<file path="config.mk">
export PLATFORM = sky130hd
export DESIGN_NAME = imem_boot_loader
export DESIGN_NICKNAME = d
export VERILOG_FILES = /design/src/rtl/imem_boot_loader_pkg.sv /design/src/rtl/imem_boot_loader.sv
export SDC_FILE = /design/constraint.sdc
export NUM_CORES = 1
export LEC_CHECK = 0
export ABC_AREA = 1
export CORE_UTILIZATION = 30
export DETAILED_ROUTE_END_ITERATION = 7
export PLACE_DENSITY_LB_ADDON = 0.05
export SETUP_SLACK_MARGIN = 0.2
export SLEW_MARGIN = 20
export SYNTH_ARGS = -nofsm -noshare
export SYNTH_HDL_FRONTEND = slang
export SYNTH_SLANG_ARGS = --single-unit
</file>
<file path="constraint.sdc">
create_clock -name clk -period 4.15 [get_ports clk]
set_clock_uncertainty 0.05 [all_clocks]
set_input_delay 1.0375 -clock clk [delete_from_list [all_inputs] [get_ports clk]]
set_output_delay 1.0375 -clock clk [all_outputs]
set_load 0.05 [all_outputs]
</file>
<file path="src/rtl/imem_boot_loader_pkg.sv">
// ----------------------------------------------------------------------------
// imem_boot_loader_pkg
// Shared definitions for the instruction-memory boot loader: the loader FSM
// state encoding, the instruction word width and a small helper that tells
// whether a given state is willing to take bytes from the serial link.
// ----------------------------------------------------------------------------
package imem_boot_loader_pkg;

    localparam int WORD_W = 32;

    typedef enum logic [2:0] {
        ST_LEN_HI = 3'd0,
        ST_LEN_LO = 3'd1,
        ST_DATA   = 3'd2,
        ST_CHECK  = 3'd3,
        ST_RUN    = 3'd4,
        ST_ERR    = 3'd5
    } boot_state_t;

    // RUN and ERR are terminal; every other state is consuming a boot frame.
    function automatic logic state_accepts_bytes(input boot_state_t s);
        return (s == ST_LEN_HI) || (s == ST_LEN_LO) ||
               (s == ST_DATA)   || (s == ST_CHECK);
    endfunction

endpackage

</file>
<file path="src/rtl/imem_boot_loader.sv">
// ----------------------------------------------------------------------------
// imem_boot_loader
// Receives a boot frame over a byte stream (LEN_HI, LEN_LO, 4*N payload bytes,
// XOR checksum), writes the big-endian words into instruction memory and
// releases the processor reset once the checksum matches.
//
// Ports
//   clk        : clock, all state changes on the rising edge
//   rst        : asynchronous active-high reset
//   rx_data    : incoming boot byte
//   rx_valid   : rx_data is valid this cycle
//   rx_ready   : loader accepts a byte (transfer when rx_valid && rx_ready)
//   imem_we    : one-cycle instruction-memory write strobe
//   imem_addr  : word address of the write
//   imem_wdata : instruction word of the write
//   cpu_rst    : processor reset, released only in RUN
//   done       : frame loaded and checksum matched
//   error      : frame aborted (oversize length or bad checksum)
// ----------------------------------------------------------------------------
module imem_boot_loader
    import imem_boot_loader_pkg::*;
#(
    parameter int ADDR_W = 8
) (
    input  logic              clk,
    input  logic              rst,
    input  logic [7:0]        rx_data,
    input  logic              rx_valid,
    output logic              rx_ready,
    output logic              imem_we,
    output logic [ADDR_W-1:0] imem_addr,
    output logic [WORD_W-1:0] imem_wdata,
    output logic              cpu_rst,
    output logic              done,
    output logic              error
);

    // Memory depth as a 17-bit value so that it compares cleanly against the
    // 16-bit word count widened by one bit.
    localparam logic [16:0] DEPTH = 17'(2 ** ADDR_W);

    boot_state_t       state_q,    state_d;
    logic              rdy_q,      rdy_d;
    logic [15:0]       len_q,      len_d;
    logic [15:0]       word_cnt_q, word_cnt_d;
    logic [1:0]        byte_cnt_q, byte_cnt_d;
    logic [23:0]       shift_q,    shift_d;
    logic [7:0]        csum_q,     csum_d;
    logic [ADDR_W-1:0] wr_ptr_q,   wr_ptr_d;
    logic              we_q,       we_d;
    logic [ADDR_W-1:0] addr_q,     addr_d;
    logic [WORD_W-1:0] wdata_q,    wdata_d;

    logic        accept;
    logic [16:0] len_full;

    assign accept   = rx_valid && rdy_q;
    assign len_full = {1'b0, len_q[15:8], rx_data};

    // rx_ready is registered so that it stays low while rst is held and rises
    // on the first edge after release; it follows the state being entered.
    always_comb begin
        state_d    = state_q;
        len_d      = len_q;
        word_cnt_d = word_cnt_q;
        byte_cnt_d = byte_cnt_q;
        shift_d    = shift_q;
        csum_d     = csum_q;
        wr_ptr_d   = wr_ptr_q;
        we_d       = 1'b0;
        addr_d     = addr_q;
        wdata_d    = wdata_q;

        case (state_q)
            ST_LEN_HI: begin
                if (accept) begin
                    len_d[15:8] = rx_data;
                    state_d     = ST_LEN_LO;
                end
            end

            ST_LEN_LO: begin
                if (accept) begin
                    len_d      = len_full[15:0];
                    word_cnt_d = 16'd0;
                    byte_cnt_d = 2'd0;
                    if (len_full > DEPTH) begin
                        state_d = ST_ERR;
                    end else if (len_full == 17'd0) begin
                        state_d = ST_CHECK;
                    end else begin
                        state_d = ST_DATA;
                    end
                end
            end

            ST_DATA: begin
                if (accept) begin
                    csum_d = csum_q ^ rx_data;
                    if (byte_cnt_q == 2'd3) begin
                        // Fourth byte closes the word: the write strobe is
                        // registered so it appears in the following cycle.
                        we_d       = 1'b1;
                        wdata_d    = {shift_q, rx_data};
                        addr_d     = wr_ptr_q;
                        wr_ptr_d   = wr_ptr_q + 1'b1;
                        byte_cnt_d = 2'd0;
                        word_cnt_d = word_cnt_q + 16'd1;
                        if (word_cnt_q == (len_q - 16'd1)) begin
                            state_d = ST_CHECK;
                        end
                    end else begin
                        shift_d    = {shift_q[15:0], rx_data};
                        byte_cnt_d = byte_cnt_q + 2'd1;
                    end
                end
            end

            ST_CHECK: begin
                if (accept) begin
                    state_d = (rx_data == csum_q) ? ST_RUN : ST_ERR;
                end
            end

            ST_RUN:  state_d = ST_RUN;
            ST_ERR:  state_d = ST_ERR;
            default: state_d = ST_ERR;
        endcase

        rdy_d = state_accepts_bytes(state_d);
    end

    // All loader state; rst clears everything, including a pending write.
    always_ff @(posedge clk or posedge rst) begin
        if (rst) begin
            state_q    <= ST_LEN_HI;
            rdy_q      <= 1'b0;
            len_q      <= '0;
            word_cnt_q <= '0;
            byte_cnt_q <= '0;
            shift_q    <= '0;
            csum_q     <= '0;
            wr_ptr_q   <= '0;
            we_q       <= 1'b0;
            addr_q     <= '0;
            wdata_q    <= '0;
        end else begin
            state_q    <= state_d;
            rdy_q      <= rdy_d;
            len_q      <= len_d;
            word_cnt_q <= word_cnt_d;
            byte_cnt_q <= byte_cnt_d;
            shift_q    <= shift_d;
            csum_q     <= csum_d;
            wr_ptr_q   <= wr_ptr_d;
            we_q       <= we_d;
            addr_q     <= addr_d;
            wdata_q    <= wdata_d;
        end
    end

    assign rx_ready   = rdy_q;
    assign imem_we    = we_q;
    assign imem_addr  = addr_q;
    assign imem_wdata = wdata_q;
    assign cpu_rst    = (state_q != ST_RUN);
    assign done       = (state_q == ST_RUN);
    assign error      = (state_q == ST_ERR);

endmodule

</file>
Word-level counts from Yosys, hierarchy flattened:

Index checks and enable logic that the tools add are counted.

* latch bits: 0
* flip-flop bits (word level): 119
* bits in read-only memories: 0
* output and inout port bits: 45
* memories: 0
* bits in writable memories: 0
* input port bits: 11

* add/sub/neg operators: 4
* equal/unequal tests: 15
* shifts and indexed selects: 0
* order comparisons: 1
* multipliers: 0
* bitwise gates (word level): 3
* mux-type cells: 23
* div/mod/pow operators: 0
* reduce and logical (&&, ||, !) cells: 15

Operator list (number)
* 2-to-1 mux 16 bit: 3
* one-hot mux 16 bit (2 select lines): 1
* 2-to-1 mux 3 bit: 7
* zero test 17 bit: 1
* adder 16 x 1 -> 16 bit, second input constant: 1
* equality test 16 bit: 1
* > comparator 16 x 9 -> 1 bit, second input constant: 1
* one-hot mux 8 bit (2 select lines): 1
* subtractor 16 x 1 -> 16 bit, second input constant: 1
* one-hot mux 3 bit (5 select lines): 1
* equality test 3 x 2 -> 1 bit, second input constant: 4
* AND reduction 3 bit: 4
* adder 8 x 1 -> 8 bit, second input constant: 1
* equality test 8 bit: 1
* 2-to-1 mux 8 bit: 1
* bitwise XOR 8 bit: 1
* equality test 3 x 1 -> 1 bit, second input constant: 2
* equality test 3 bit, second input constant: 2
* zero test 3 bit: 2
* 2-to-1 mux 2 bit: 3
* inequality test 2 bit, second input constant: 3
* 2-to-1 mux 1 bit: 5
* one-hot mux 2 bit (2 select lines): 1
* AND reduction 2 bit: 2
* 8 further kinds: 11

Depth between registers and ports, before layout:

* depth in word-level cells: 10
* mapped depth: 13
* gate-level depth less buffers: 13

Worst setup path after synthesis:

Ideal clock, no wire load.

* path kind: reg-to-output
* start: register state_q[0]
* end: output cpu_rst
* arrival time: 1683 ps
* buffers on the path: 0
* cell stages (with the launch flop): 5
* data required time: 3062 ps
* path slack: 1379 ps
* path through: dfrtp_1 > nor2_1 > inv_1 > nor2_1 > inv_1

* word-level cells in the longest chain between the ends: 1

RTL lines
* start, declared: line imem_boot_loader.sv:42 `boot_state_t state_q, state_d;`
* start signal, assigned: line imem_boot_loader.sv:148 `state_q <= state_d;`
* inequality test 3 bit: line imem_boot_loader.sv:166 `assign cpu_rst = (state_q != ST_RUN);`
* end, declared: line imem_boot_loader.sv:33 `output logic cpu_rst,`

No other way between the ends.

Worst setup path in the final report:

* start: register state_q[0]
* end: output done

* word-level cells in the longest chain between the ends: 1

RTL lines
* equality test 3 bit: line imem_boot_loader.sv:167 `assign done = (state_q == ST_RUN);`
* end, declared: line imem_boot_loader.sv:34 `output logic done,`

No other way between the ends.

==> impl_metrics.sql <==
INSERT INTO impl_metrics (metric_group, metric, value, unit) VALUES
('status', 'outcome', 'finished clean', ''),
('cells_and_area', 'finalNetCount', '774', ''),
('timing', 'min_period', '3080', 'ps'),
('yosys', 'synth_most_common_cell', 'sky130_fd_sc_hd__nand2_1', ''),
('power', 'combinationalPowerShare', '24.1', '%'),
('timing', 'setup-violations-final', '0', ''),
('yosys', 'ys_ff_latch', '119', ''),
('timing', 'rsz0062_at_grt', 'false', ''),
('yosys', 'synth.top_cells.by_count', 'sky130_fd_sc_hd__nand2_1 (223), sky130_fd_sc_hd__dfrtp_1 (119), sky130_fd_sc_hd__inv_1 (83)', ''),
('yosys', 'synth_top_area_share', '52.3', '%'),
('yosys', 'synth_fp_nets', '712', ''),
('timing', 'post-route-period-util', '74.2', '%'),
('floorplanning', 'rows', '50', ''),
('worst_setup_path', 'cp_data_required_time', '3060', 'ps'),
('grt', 'gr-total-overflow', '0', ''),
('floorplanning', 'die_area', '19500', 'um2'),
('timing', 'setup-tns-final', '0', 'ps'),
('yosys', 'yosys_most_used_dff', 'sky130_fd_sc_hd__dfrtp_1', ''),
('detailed_routing', 'routed_via_count', '4573', ''),
('clock_network', 'postCtsHoldBufs', '0', ''),
('detailed_routing', 'vias_per_cell', '4.55', ''),
('yosys', 'yosys_warnings', '0', ''),
('detailed_routing', 'drc_errors', '0', ''),
('clock_network', 'cts_buffers', '17', ''),
('yosys', 'netlist.top_cell.by_area', 'sky130_fd_sc_hd__dfrtp_1', ''),
('yosys', 'number_of_enable_type_register_cells_in_the_synthesized_netlist', '0', ''),
('grt', 'grt_usage', '15.3', '%'),
('detailed_routing', 'number_of_drc_markers_in_iteration_0', '199', ''),
('clock_network', 'insertion_delay', '420', 'ps'),
('timing', 'fmax', '0.325', 'GHz'),
('yosys', 'synth_cell_types', '32', ''),
('yosys', 'syn_area_per_cell', '8.17', 'um2'),
('timing', 'report.final.hold_viol_count', '0', ''),
('worst_setup_path', 'worst-endpoint-arrival', '1990', 'ps'),
('floorplanning', 'chipWidth', '140', 'um'),
('clock_network', 'htree_levels', '4', ''),
('worst_setup_path', 'worstSetupPathType', 'reg2out', ''),
('power', 'cellInternalPower', '0.00265', 'W'),
('placed_design', 'placedCellCount', '974', ''),
('floorplanning', 'effective_utilization_at_floorplan', '30.6', '%'),
('worst_setup_path', 'worstSetupStartpointType', 'flop', ''),
('power', 'clock_power_share', '38.1', '%'),
('placed_design', 'place.detailed.hpwl', '9980', 'um'),
('clock_network', 'cts-resized-gates', '0', ''),
('clock_network', 'cts_max_path_buffers', '2', ''),
('power', 'p_per_area', '568', 'nW/um2'),
('clock_network', 'tritoncts', 'yes', ''),
('flow_run', 'maxCapViolations', '0', ''),
('power', 'irDropWorstVdd', '379', 'uV'),
('timing', 'max_slew.worst_pin.slew', '892', 'ps'),
('cells_and_area', 'syn_to_final_growth', '25.6', '%'),
('placed_design', 'numPortBuffers', '55', ''),
('floorplanning', 'floorplan.die.height', '140', 'um'),
('cells_and_area', 'fillers', '1910', ''),
('power', 'total_leakage_power', '3.46', 'nW'),
('yosys', 'netlist_instances', '697', ''),
('yosys', 'syn_area', '5700', 'um2'),
('floorplanning', 'core_area', '18600', 'um2'),
('cells_and_area', 'post_layout_nonfiller_instances', '1006', ''),
('power', 'switching_part_of_the_total', '34.9', '%'),
('clock_network', 'postCtsSetupBuffers', '0', ''),
('detailed_routing', 'postRouteAntennaNets', '0', ''),
('detailed_routing', 'router_iterations_before_antenna_repair', '5', ''),
('grt', 'grt_pass1_wl', '23100', 'um'),
('floorplanning', 'boundaryPins', '56', ''),
('power', 'pwr-share-seq', '37.8', '%'),
('timing', 'fin_worst_hold_slack', '416', 'ps'),
('grt', 'pin_count_of_the_biggest_net_entering_global_routing', '61', ''),
('grt', 'antenna_violations_before_repair', '0', ''),
('worst_setup_path', 'maximum_fanout_count_along_the_critical_path', '4', ''),
('grt', 'vias_in_the_first_global_route', '4395', '');
registers in the layout (all words and copies together) (netlist names), 2 cells and up:
register / count
imem_wdata: 32
shift_q: 24
len_q: 16
word_cnt_q: 16
csum_q: 8
imem_addr: 8
wr_ptr_q: 8
state_q: 3
byte_cnt_q: 2
worst max-delay path, cell delays in order (launching register included):
cell and delay (ps):
sky130_fd_sc_hd__dfrtp_1 430, sky130_fd_sc_hd__nor2_1 120, sky130_fd_sc_hd__inv_1 80, sky130_fd_sc_hd__nor2_1 130
sky130_fd_sc_hd__clkdlybuf4s50_1 820
cell families after synthesis:
kind of cell / Yosys count / synth area share [%]
buf+inv: 103 / 6.94
flops: 119 / 52.3
simple gates: 351 / 27.4
fa+ha+maj: 4 / 0.879
xor+xnor: 27 / 4.15
compound gates: 93 / 8.32
routing by layer:
layer  GRT usage, %  share of wire (%)  up-vias  routed length (um)
met2           23.8                 46       82                6410
met4           7.11                1.5        0                 207
li1               -                  -     2341                   -
met1           20.1                 49     2137                6750
met5              0                  0        -                   0
met3           3.65                3.9       13                 538
power by group through the flow:
stage               sequential [W]  combinational (W)  clock (W)
floorplan                  0.00150           0.000748          0
global placement           0.00156           0.000983          0
detailed placement         0.00156           0.000993          0
CTS                        0.00154           0.000998    0.00159
global route               0.00156            0.00113    0.00165
finish                     0.00154           0.000981    0.00155
final timing paths:
check	depth (start not counted)	slack, ps	start	end
max	4	1070	state_q[0]$_DFF_PP0_	done
max reg2reg	7	2070	state_q[1]$_DFF_PP0_	byte_cnt_q[1]$_DFFE_PP0P_
min in group asynchronous	2	1100	rst	imem_wdata[6]$_DFFE_PP0P_
min reg2reg	1	420	wr_ptr_q[6]$_DFFE_PP0P_	wr_ptr_q[6]$_DFFE_PP0P_
max in group asynchronous	3	2260	rst	word_cnt_q[0]$_DFFE_PP0P_
min	1	420	wr_ptr_q[6]$_DFFE_PP0P_	wr_ptr_q[6]$_DFFE_PP0P_
stage by stage:
step / setup WS, ps / utilization [%] / area [um2] / power, W
after global placement: 1070 / 35.1 / 6540 / 0.00254
after detailed placement: 1020 / 35.1 / 6540 / 0.00255
after CTS: 1050 / 38.4 / 7160 / 0.00413
final: 1070 / 38.4 / 7160 / 0.00407
after floorplan: 1380 / - / 5700 / 0.00224
after global routing: 997 / 38.4 / 7160 / 0.00434
cell type report:
cell class	count	share of cell area, %
inverter	85	4.51
sequential	119	41.6
clock buffer	17	5.94
clock inverter	15	2.71
tap	234	4.09
timing repair buffer	61	8.67
multi-input combinational	475	32.5
layout by cell type, fill, tap and decap left out, types with 2 or more instances in the layout:
cell type	Yosys	routed
sky130_fd_sc_hd__xnor2_1	8	8
sky130_fd_sc_hd__bufinv_16	0	3
sky130_fd_sc_hd__nor3_1	12	12
sky130_fd_sc_hd__dfrtp_1	119	119
sky130_fd_sc_hd__nand2_1	223	223
sky130_fd_sc_hd__inv_8	0	2
sky130_fd_sc_hd__nand2_2	3	3
sky130_fd_sc_hd__buf_12	0	2
sky130_fd_sc_hd__nand3_1	27	27
sky130_fd_sc_hd__ha_1	4	4
sky130_fd_sc_hd__a21oi_1	7	7
sky130_fd_sc_hd__nor2_1	47	47
sky130_fd_sc_hd__clkinvlp_4	0	3
sky130_fd_sc_hd__nand3b_1	4	4
sky130_fd_sc_hd__nor3_2	3	3
sky130_fd_sc_hd__buf_4	0	4
sky130_fd_sc_hd__clkbuf_16	0	17
sky130_fd_sc_hd__inv_6	0	4
sky130_fd_sc_hd__xor2_1	19	19
sky130_fd_sc_hd__inv_1	83	82
sky130_fd_sc_hd__nor2_4	3	3
sky130_fd_sc_hd__clkinv_4	0	3
sky130_fd_sc_hd__nor3b_1	4	4
sky130_fd_sc_hd__clkdlybuf4s50_1	0	55
sky130_fd_sc_hd__nand4_1	16	16
sky130_fd_sc_hd__o21ai_0	82	82
sky130_fd_sc_hd__nand3_2	3	3
Note: power is estimated with default switching activity, not from simulation.
